===== src/rtl/imm_decode_ctrl.sv =====
// Decode-stage controller: 2-entry skid FIFO between IF and ID/EX that tags each
// instruction with its immediate-generator mode and an illegal-opcode flag.
module imm_decode_ctrl #(
  parameter int         PC_W   = 32,
  parameter logic [2:0] TYPE_R = 3'b000,
  parameter logic [2:0] TYPE_I = 3'b001,
  parameter logic [2:0] TYPE_S = 3'b010,
  parameter logic [2:0] TYPE_B = 3'b011,
  parameter logic [2:0] TYPE_U = 3'b100,
  parameter logic [2:0] TYPE_J = 3'b101
) (
  input  logic            clk,
  input  logic            rst_n,
  input  logic            in_valid,
  output logic            in_ready,
  input  logic [31:0]     in_instr,
  input  logic [PC_W-1:0] in_pc,
  input  logic            flush,
  output logic            out_valid,
  input  logic            out_ready,
  output logic [31:0]     out_instr,
  output logic [PC_W-1:0] out_pc,
  output logic [2:0]      out_mode,
  output logic            out_illegal,
  output logic [1:0]      occupancy
);

  logic [31:0]     instr_q [2];
  logic [PC_W-1:0] pc_q    [2];
  logic [2:0]      mode_q  [2];
  logic            ill_q   [2];
  logic            wr_ptr_q, wr_ptr_d;
  logic            rd_ptr_q, rd_ptr_d;
  logic [1:0]      count_q, count_d;

  logic       push, pop;
  logic [2:0] dec_mode;
  logic       dec_illegal;

  assign in_ready  = (count_q != 2'd2) & ~flush;
  assign out_valid = (count_q != 2'd0);
  assign push      = in_valid & in_ready;
  assign pop       = out_valid & out_ready;
  assign occupancy = count_q;

  // Head entry is already registered; gating with out_valid zeroes it when empty.
  assign out_instr   = out_valid ? instr_q[rd_ptr_q] : '0;
  assign out_pc      = out_valid ? pc_q[rd_ptr_q]    : '0;
  assign out_mode    = out_valid ? mode_q[rd_ptr_q]  : TYPE_R;
  assign out_illegal = out_valid & ill_q[rd_ptr_q];

  always_comb begin
    dec_mode    = TYPE_R;
    dec_illegal = 1'b0;
    case (in_instr[6:0])
      7'b0110111, 7'b0010111: dec_mode = TYPE_U;
      7'b1101111:             dec_mode = TYPE_J;
      7'b1100011:             dec_mode = TYPE_B;
      7'b0100011:             dec_mode = TYPE_S;
      7'b1100111, 7'b0000011, 7'b0010011,
      7'b1110011, 7'b0001111: dec_mode = TYPE_I;
      7'b0110011:             dec_mode = TYPE_R;
      default:                dec_illegal = 1'b1;
    endcase
  end

  always_comb begin
    wr_ptr_d = wr_ptr_q;
    rd_ptr_d = rd_ptr_q;
    count_d  = count_q;
    if (flush) begin
      wr_ptr_d = 1'b0;
      rd_ptr_d = 1'b0;
      count_d  = 2'd0;
    end else begin
      if (push) wr_ptr_d = ~wr_ptr_q;
      if (pop)  rd_ptr_d = ~rd_ptr_q;
      case ({push, pop})
        2'b10:   count_d = count_q + 2'd1;
        2'b01:   count_d = count_q - 2'd1;
        default: count_d = count_q;
      endcase
    end
  end

  always_ff @(posedge clk or negedge rst_n) begin
    if (!rst_n) begin
      wr_ptr_q <= 1'b0;
      rd_ptr_q <= 1'b0;
      count_q  <= 2'd0;
      for (int i = 0; i < 2; i++) begin
        instr_q[i] <= '0;
        pc_q[i]    <= '0;
        mode_q[i]  <= TYPE_R;
        ill_q[i]   <= 1'b0;
      end
    end else begin
      wr_ptr_q <= wr_ptr_d;
      rd_ptr_q <= rd_ptr_d;
      count_q  <= count_d;
      if (push) begin
        instr_q[wr_ptr_q] <= in_instr;
        pc_q[wr_ptr_q]    <= in_pc;
        mode_q[wr_ptr_q]  <= dec_mode;
        ill_q[wr_ptr_q]   <= dec_illegal;
      end
    end
  end

endmodule


===== config.mk =====
export PLATFORM = sky130hd
export DESIGN_NAME = imm_decode_ctrl
export DESIGN_NICKNAME = d
export VERILOG_FILES = /design/src/rtl/imm_decode_ctrl.sv
export SDC_FILE = /design/constraint.sdc
export NUM_CORES = 1
export LEC_CHECK = 0
export ABC_AREA = 1
export BUFFER_PORTS_ARGS = -buffer_cell sky130_fd_sc_hd__buf_2
export CAP_MARGIN = 0
export CORE_MARGIN = 3
export CORE_UTILIZATION = 40
export DETAILED_ROUTE_END_ITERATION = 16
export PLACE_DENSITY = 0.73
export SYNTH_ARGS = -nofsm -noshare
export SYNTH_HDL_FRONTEND = slang
export SYNTH_SLANG_ARGS = --single-unit

===== constraint.sdc =====
create_clock -name clk -period 1.9 [get_ports clk]
set_clock_uncertainty 0.05 [all_clocks]
set_input_delay 0.095 -clock clk [delete_from_list [all_inputs] [get_ports clk]]
set_output_delay 0.095 -clock clk [all_outputs]
set_load 0.01 [all_outputs]

==> reports/results.txt, run 1 <==
CTS max path bufs: 2
Status: completed
Cell family with most CP delay: buffers and inverters
Final Hold Fails: 0
Worst-Skew Late Latency: 0.41 ns
Max Used Layer: met4
Setup CP Type: flip-flop to output port
Post-synthesis sequential area ratio: 53.3%
# diodes: 0
Number of CTS-inserted buffers: 17
Die area: 0.0180 sq mm
DR iter-0 viols: 342
GPL Wtd Cong: 0.838
Synth area leader: dfrtp_1
IO Pins: 141
Final TNS setup: 0 ns
Critical Path RT: 1.75 ns
TritonCTS clock tree: yes
Main flop type after synthesis: dfrtp_1
Syn Std Cell Area: 0.00657 sq mm
Crit path cell chain: inv_4, buf_12, nand2_1, a21oi_1, buf_2
Number of global-route vias before repair: 5713
F_max: 553 MHz
Global-route wire length before repair: 27900 um
Antenna Nets Post-Route: 0
HPWL after DPL: 10500 um
Post-synth top area share: 53.3%
Part of the cycle the worst path needs: 95.3%
Area Overhead vs Synth: 32.9%
Post-CTS repair timing setup buffer count: 0
Mean Syn Cell Area: 8.17 sq um
Port-buffer cells: 140
CP Buf/Inv Count: 3
Reg clk slew, reported paths: 0.06 ns
Cell Rows: 46
CP max-delay cell: dfrtp_2
Clk sinks: 140
Worst-Margin Slew: 0.439 ns
# DRC: 0
Hold Path Class: input port to flip-flop
#FFs+latches synth: 140
Starting Density: 41.1%
Core area: 0.0160 sq mm
Mapped Cells: 804
Post-synth ARST share: 100%
CP arrival: 1.66 ns
Gr usage total: 19.2%
Most common library cells after synthesis: 299 x nand2_1, 140 x dfrtp_1, 99 x o21ai_1, 73 x inv_1, 70 x a21oi_1
Die height: 134 um
Die extent in x: 134 um
Metal-1 WL: 7980 um
Nets: 1067
Total detailed-routing wirelength: 17000 um
Static leakage: 4.55 nW
Fraction of layout cells with a size suffix above 1: 22.6%
Count leader, synth: nand2_1
Distinct cells, synth: 22
EDFF count, synth: 0
Initial antenna violation count: 0
Max Cap Violations: 0
Pwr Total: 10.1 mW
Worst setup SP type: flip-flop
Largest net degree at the start of global routing: 69
Peak supply drop: 665 uV
Vias per inst: 4.76
Met3 wire length: 703 um
Metal2 WL: 7990 um
Crit path time final: 1.81 ns
Unrepaired setup endpoints after global routing: no
Min Hold Slack: 0.0495 ns
Final core occ: 54.6%
Vias: 5833
DR WL/cell: 13.9 um
First drt pass iteration count: 7
Worst-path fanout max: 22
Slew headroom: 70.8%
Cell Pwr Density: 1160 mW/mm^2
Max-slew violations: 0
Syn nets: 873
Final setup fails: 0
Crit end category: output port
Clk root buf: clkbuf_16
CP peak stage delay: 0.48 ns
Yosys warns: 0
Synth top area cells: dfrtp_1 53%, nand2_1 17%, o21ai_1 7.5%
Grt ovf: 0
CTS H-tree lvls: 4
where the power goes:
part / switching (mW) / internal [mW] / total [mW]
combinational: 1.50 / 1.09 / 2.59
sequential: 0.468 / 3.87 / 4.34
clock: 1.20 / 1.98 / 3.18
state kept, by name (all words and copies together), names as in the netlist:
name,flops
ill_q,2
instr_q,64
mode_q,6
occupancy,2
pc_q,64
rd_ptr_q,1
wr_ptr_q,1
worst reg2reg max path, delay by kind of cell, from the launching register on:
family / cells / cell delay [ns]
AOI/OAI and AO/OA: 1 / 0.07
buffers and inverters: 3 / 0.61
DFF: 1 / 0.44
and+or+nand+nor: 4 / 0.34
final cells by class:
class	count	area (sq um)
clock inverter	9	95.1
tap	216	270
multi-input combinational	537	2440
clock buffer	22	464
fill	1513	7270
timing repair buffer	225	1660
sequential	140	3500
inverter	77	297
cells in the final DEF (no fill, tap or decap):
master         instances
o21ai_0                9
o21ai_1               99
buf_8                  1
nand2_1              299
inv_1                 72
nor3_1                 1
clkbuf_1               3
nand3_4                1
nor2_4                 2
clkinv_2               7
nand2_2                5
dfrtp_1              139
inv_2                  2
nand4_1                1
nor2_8                 1
clkbuf_16             18
nand3_1                9
dlygate4sd3_1         66
o21ai_2               26
nor2_1                13
buf_2                139
buf_12                 9
a21oi_1               70
clkbuf_8               2
dfrtp_2                1
buf_6                  4
bufinv_16              2
inv_4                  3
buf_4                  5
nand3b_1               1
cell families (layout without fill, tap and decap cells):
kind of cell / Yosys count / count (layout) / synth area share [%]
buffers and inverters: 127 / 333 / 9.58
and+or+nand+nor: 333 / 333 / 20.1
DFF: 140 / 140 / 53.3
AOI/OAI and AO/OA: 204 / 204 / 17.0
layer usage:
metal	GRT usage [%]	vias to the layer above
met5	0	-
met4	6.11	0
met3	4.09	35
met2	30.7	153
met1	26.4	2715
li1	-	2930
worst paths after layout:
| kind | from | to | slack, ns | cells after the start |
|---|---|---|---|---|
| worst max-delay path | rd_ptr_q$_DFFE_PN0P_ | out_instr[3] | 0.09 | 5 |
| worst min-delay path | out_ready | rd_ptr_q$_DFFE_PN0P_ | 0.05 | 4 |
| worst max register to register | occupancy[0]$_DFFE_PN0P_ | pc_q[27]$_DFFE_PN0P_ | 0.30 | 8 |
| worst min register to register | mode_q[5]$_DFFE_PN0P_ | mode_q[5]$_DFFE_PN0P_ | 0.42 | 2 |
| max in group asynchronous | rst_n | pc_q[44]$_DFFE_PN0P_ | 0.99 | 3 |
| min in group asynchronous | rst_n | instr_q[40]$_DFFE_PN0P_ | 0.11 | 2 |
through the flow:
step / std cells / instance area (sq um) / worst slack [ns]
detailed placement: 1128 / 7470 / 0.286
global placement: 1128 / 7470 / 0.369
finish: 1226 / 8730 / 0.0901
CTS: 1225 / 8690 / 0.0507
floorplan: 804 / 6570 / 0.450
global route: 1226 / 8730 / 0.00447
repair_timing:
item	CTS	global route
setup endpoints to repair	0	6
hold endpoints to repair	248	0
hold buffers	66	0
resized for setup	0	6
Power figures use the tool's default switching activity.
==> run 2: changes to the inputs <==
--- a/config.mk
+++ b/config.mk
@@ -10,8 +10,10 @@
 export CAP_MARGIN = 0
 export CORE_MARGIN = 3
 export CORE_UTILIZATION = 40
+export CTS_CLUSTER_SIZE = 12
 export DETAILED_ROUTE_END_ITERATION = 16
-export PLACE_DENSITY = 0.73
+export PLACE_DENSITY = 0.75
+export SLEW_MARGIN = 20
 export SYNTH_ARGS = -nofsm -noshare
 export SYNTH_HDL_FRONTEND = slang
 export SYNTH_SLANG_ARGS = --single-unit
==> constraint.sdc (replaced) <==
create_clock -name clk -period 1.5 [get_ports clk]
set_clock_uncertainty 0.05 [all_clocks]
set_input_delay 0.075 -clock clk [delete_from_list [all_inputs] [get_ports clk]]
set_output_delay 0.075 -clock clk [all_outputs]
set_load 0.01 [all_outputs]
==> run 2 against run 1 <==
  * The run now ends with setup timing left
  * Non-clock buffer count rose by 55
  * Combinational power rose by 98%
  * Utilization rose by 11 points
  * Die area did not move
  * Sequential share of layout area fell by 6.6 points
  * Critical path type unchanged
  * Largest power group unchanged
  * Highest routed layer unchanged
==> reports/results.txt, run 2 (synthesis results as in run 1) <==
Status: complete, but fails checks
Failing checks: setup timing
Peak supply drop: 861 uV
Final Hold Fails: 0
Number of CTS-inserted buffers: 17
CP Buf/Inv Count: 4
Commonest non-fill, non-tap cell in the layout: nand2_1
Final setup fails: 198
Inst Count DP: 1133
Hold path depth: 5
Die height: 134 um
CP arrival: 1.68 ns
Cell family with most CP delay: buffers and inverters
First drt pass iteration count: 6
Clk sinks: 140
# diodes: 0
Critical Path Stages: 6
# DRC: 0
Static leakage: 5.22 nW
Max Cap Violations: 0
Cell Pwr Density: 1430 mW/mm^2
DR WL/cell: 18.5 um
Finished Layout Cells: 1283
Core area: 0.0160 sq mm
Min Hold Slack: 0.0322 ns
Final Cell Area: 0.0105 sq mm
IO Pins: 141
Largest net degree at the start of global routing: 53
Final worst slack: -0.302 ns
Total detailed-routing wirelength: 23800 um
Pwr Total: 14.9 mW
Antenna Nets Post-Route: 0
Vias: 6660
Worst-path fanout max: 10
Worst-Skew Late Latency: 0.43 ns
Commonest non-fill, non-tap cells in the layout: 269 x nand2_1, 138 x dfrtp_1, 131 x buf_2
Nets: 1124
Die area: 0.0180 sq mm
Sw Ratio: 33.7%
Fraction of layout cells with a size suffix above 1: 37.2%
Setup CP Type: flip-flop to output port
Dpl ws: 0.0112 ns
Area Overhead vs Synth: 59.3%
Slew headroom: 64.9%
Unrepaired setup endpoints after global routing: yes
Crit path cell chain: clkinv_4, buf_12, buf_16, nand2_2, a21oi_2, buf_2
Biggest regs: instr_q x64, pc_q x64, mode_q x6
Part of the cycle the worst path needs: 120%
Cell Rows: 46
Port-buffer cells: 140
Placed inst area: 0.00753 sq mm
CP peak stage delay: 0.48 ns
DR iter-0 viols: 507
Max-slew violations: 0
CTS max path bufs: 2
Power share of the combinational group: 34.3%
Global-route wire length before repair: 29600 um
CP max-delay cell: dfrtp_2
Gr usage total: 20.5%
Vias per inst: 5.19
CTS H-tree lvls: 4
Net Sw Power: 5.03 mW
HPWL after DPL: 10200 um
Proportion of power drawn by the clock network: 28.1%
Initial antenna violation count: 0
FILL cells: 1225
Reg2reg path depth: 10
Grt ovf: 0
Hold Path Class: input port to flip-flop
Reg power frac: 37.6%
GPL Wtd Cong: 0.791
Int Pwr: 9.91 mW
Number of global-route vias before repair: 5845
Crit end category: output port
Die extent in x: 134 um
F_max: 555 MHz
Reg clk slew, reported paths: 0.06 ns
Starting Density: 41.1%
TritonCTS clock tree: yes
Clk root buf: clkbuf_16
Worst setup SP type: flip-flop
Crit path time final: 1.80 ns
Critical Path RT: 1.37 ns
Worst-Margin Slew: 0.527 ns
## run 2: cell types whose count changed in the layout (fill, tap and decap cells not counted), sizes merged
cell,previous run,this run
clkinv,7,5
buf,158,196
clkinvlp,0,1
inv,77,78
clkbuf,23,42
## run 2: worst reg2reg max path, delay by kind of cell (launching register included)
| family | cells | cell delay [ns] |
|---|---|---|
| buffers and inverters | 5 | 0.63 |
| AOI/OAI and AO/OA | 1 | 0.07 |
| DFF | 1 | 0.43 |
| and+or+nand+nor | 4 | 0.36 |
## run 2: worst paths after layout
check | startpoint | endpoint | slack (ns)
hold / removal | out_ready | occupancy[1]$_DFFE_PN0P_ | 0.03
min in group asynchronous | rst_n | pc_q[7]$_DFFE_PN0P_ | 0.14
max in group asynchronous | rst_n | instr_q[30]$_DFFE_PN0P_ | 0.60
setup reg to reg | occupancy[1]$_DFFE_PN0P_ | pc_q[52]$_DFFE_PN0P_ | -0.17
hold reg to reg | ill_q[1]$_DFFE_PN0P_ | ill_q[1]$_DFFE_PN0P_ | 0.43
setup / recovery | rd_ptr_q$_DFFE_PN0P_ | out_instr[15] | -0.30
## run 2: through the flow
step,setup TNS [ns],util (%)
floorplan,0,-
global placement,0,47.1
detailed placement,0,47.1
CTS,-14.87,57.0
global route,-39.50,65.4
finish,-25.84,65.4
## run 2: power by group through the flow
stage | Clock, mW | Sequential [mW] | Combinational [mW]
2_1_floorplan | 0 | 5.41 | 2.17
6_report | 4.19 | 5.62 | 5.13
4_1_cts | 4.22 | 5.49 | 3.74
5_1_grt | 4.37 | 5.74 | 5.54
3_5_place_dp | 0 | 5.54 | 3.14
3_3_place_gp | 0 | 5.52 | 3.05
## run 2: routing by layer
layer / part of all wire, % / GRT usage, % / up-vias
met3: 7.2 / 4.01 / 70
met2: 50 / 32.7 / 332
met1: 40 / 27.7 / 3192
li1: - / - / 3066
met5: 0 / 0 / -
met4: 3.3 / 8.03 / 0
## run 2: area by class of cell
type	instances	area, sq um	area share [%]
clock buffers	24	492	4.70
clock inverters	7	87.6	0.837
inverters	77	324	3.10
multi-input cells	537	2960	28.3
flip-flops and latches	140	3510	33.5
well taps	216	270	2.58
repair buffers	280	2790	26.7
repair inverters	2	31.3	0.299
## run 2: what timing repair did
| action | in CTS | in global routing |
|---|---|---|
| hold buffers | 66 | 0 |
| cloned | 6 | 31 |
| resized for setup | 31 | 170 |
| pin swaps | 2 | 6 |
| endpoints found under the setup margin | 70 | 202 |
| hold endpoints to repair | 222 | 0 |
| buffers inserted | 8 | 10 |
==> run 3: changes to the inputs <==
--- a/config.mk
+++ b/config.mk
@@ -12,7 +12,8 @@
 export CORE_UTILIZATION = 40
 export CTS_CLUSTER_SIZE = 12
 export DETAILED_ROUTE_END_ITERATION = 16
-export PLACE_DENSITY = 0.75
+export PLACE_DENSITY = 0.73
+export SETUP_SLACK_MARGIN = 0.4
 export SLEW_MARGIN = 20
 export SYNTH_ARGS = -nofsm -noshare
 export SYNTH_HDL_FRONTEND = slang
==> constraint.sdc (replaced) <==
create_clock -name clk -period 2.1 [get_ports clk]
set_clock_uncertainty 0.05 [all_clocks]
set_input_delay 0.105 -clock clk [delete_from_list [all_inputs] [get_ports clk]]
set_output_delay 0.105 -clock clk [all_outputs]
set_load 0.01 [all_outputs]
==> run 3 against run 2 <==
  * The run now ends clean
  * Design area decreased by 3.5%
  * Utilization decreased by 2.3 points
  * Sequential power decreased by 28%
  * Cell count decreased by 1.1%
==> reports/results.txt, run 3 (synthesis results as in run 1) <==
Die height: 134 um
Final worst slack: 0.242 ns
Total detailed-routing wirelength: 20700 um
# DRC: 0
Crit end category: output port
Fraction of layout cells with a size suffix above 1: 35.6%
Peak supply drop: 648 uV
Status: completed
Part of the cycle the worst path needs: 88.5%
Critical Path RT: 1.95 ns
Max-slew violations: 0
CP arrival: 1.70 ns
# diodes: 0
DR WL/cell: 16.3 um
Global-route wire length before repair: 30700 um
Inst Count DP: 1131
CTS H-tree lvls: 4
Reg clk slew, reported paths: 0.06 ns
Largest net degree at the start of global routing: 52
F_max: 538 MHz
CTS max path bufs: 2
GPL Wtd Cong: 0.825
Setup CP Type: flip-flop to output port
Nets: 1111
Clk root buf: clkbuf_16
First drt pass iteration count: 6
FILL cells: 1322
Cell Pwr Density: 1000 mW/mm^2
Final setup fails: 0
Core area: 0.0160 sq mm
Number of global-route vias before repair: 6086
Clk sinks: 140
IO Pins: 141
Crit path time final: 1.86 ns
Vias per inst: 5.02
Gr usage total: 21.7%
Final core occ: 63.1%
Placed inst area: 0.00747 sq mm
Max Cap Violations: 0
Antenna Nets Post-Route: 0
Worst-Margin Slew: 0.503 ns
HPWL after DPL: 10800 um
Grt ovf: 0
Port-buffer cells: 140
Static leakage: 5.03 nW
Finished Layout Cells: 1269
Worst-path fanout max: 6
Vias: 6366
Unrepaired setup endpoints after global routing: yes
Worst setup SP type: flip-flop
Initial antenna violation count: 0
Biggest regs: instr_q x64, pc_q x64, mode_q x6
TritonCTS clock tree: yes
Area Overhead vs Synth: 53.7%
Starting Density: 41.1%
Pwr Total: 10.1 mW
Min Hold Slack: 0.0341 ns
Commonest non-fill, non-tap cells in the layout: 258 x nand2_1, 138 x dfrtp_1, 130 x buf_2
Final Hold Fails: 0
Die extent in x: 134 um
Commonest non-fill, non-tap cell in the layout: nand2_1
Cell Rows: 46
Die area: 0.0180 sq mm
DR iter-0 viols: 388
Number of CTS-inserted buffers: 17
Slew headroom: 66.4%
Worst-Skew Late Latency: 0.42 ns
Hold Path Class: input port to flip-flop
Final Cell Area: 0.0101 sq mm
Final TNS setup: 0 ns
Dpl ws: 0.433 ns
==> run 3: final cells by class <==
| type | count | area [sq um] | share of cell area, % |
|---|---|---|---|
| tap | 216 | 270 | 2.68 |
| timing repair inverter | 3 | 37.5 | 0.372 |
| inverter | 77 | 319 | 3.16 |
| clock buffer | 21 | 460 | 4.56 |
| sequential | 140 | 3510 | 34.7 |
| multi-input combinational | 537 | 2970 | 29.4 |
| clock inverter | 9 | 73.8 | 0.731 |
| timing repair buffer | 266 | 2460 | 24.3 |
==> run 3: final timing paths <==
check	startpoint	cells past startpoint	to	slack, ns
max in group asynchronous	rst_n	3	pc_q[22]$_DFFE_PN0P_	1.19
max reg2reg	occupancy[0]$_DFFE_PN0P_	11	pc_q[39]$_DFFE_PN0P_	0.43
min reg2reg	pc_q[26]$_DFFE_PN0P_	2	pc_q[26]$_DFFE_PN0P_	0.43
max	rd_ptr_q$_DFFE_PN0P_	6	out_pc[15]	0.24
min	out_ready	4	rd_ptr_q$_DFFE_PN0P_	0.03
min in group asynchronous	rst_n	2	instr_q[8]$_DFFE_PN0P_	0.15
==> run 3: report_power, final <==
| group | switching, mW | internal [mW] | total (mW) | leakage, nW |
|---|---|---|---|---|
| clock network | 1.10 | 1.66 | 2.76 | 0.272 |
| registers | 0.543 | 3.50 | 4.05 | 1.75 |
| logic | 1.78 | 1.56 | 3.34 | 3.00 |
==> run 3: routing by layer <==
layer  global-route usage (%)  vias up  wire (um)  share of wire (%)
met1                     27.6     3076       8930                 43
li1                         -     3045          -                  -
met3                     5.14       36       1120                5.4
met5                        0        -          0                  0
met4                     6.90        0        395                1.9
met2                     36.6      209      10300                 50
==> run 3: worst max-delay path, cell delays in order (launching register included) <==
cell	delay (ns)
dfrtp_4	0.54
inv_8	0.10
buf_12	0.13
buf_16	0.15
nand2_4	0.05
a21oi_2	0.15
buf_2	0.16
==> run 3: timing repair <==
action                                 in CTS  in global routing
pin swaps                                  24                 33
cloned                                      9                 13
endpoints found under the hold margin     180                  0
setup buffers                              12                  9
hold buffers                               65                  0
setup endpoints to repair                  70                180
gates resized for setup                   126                 75
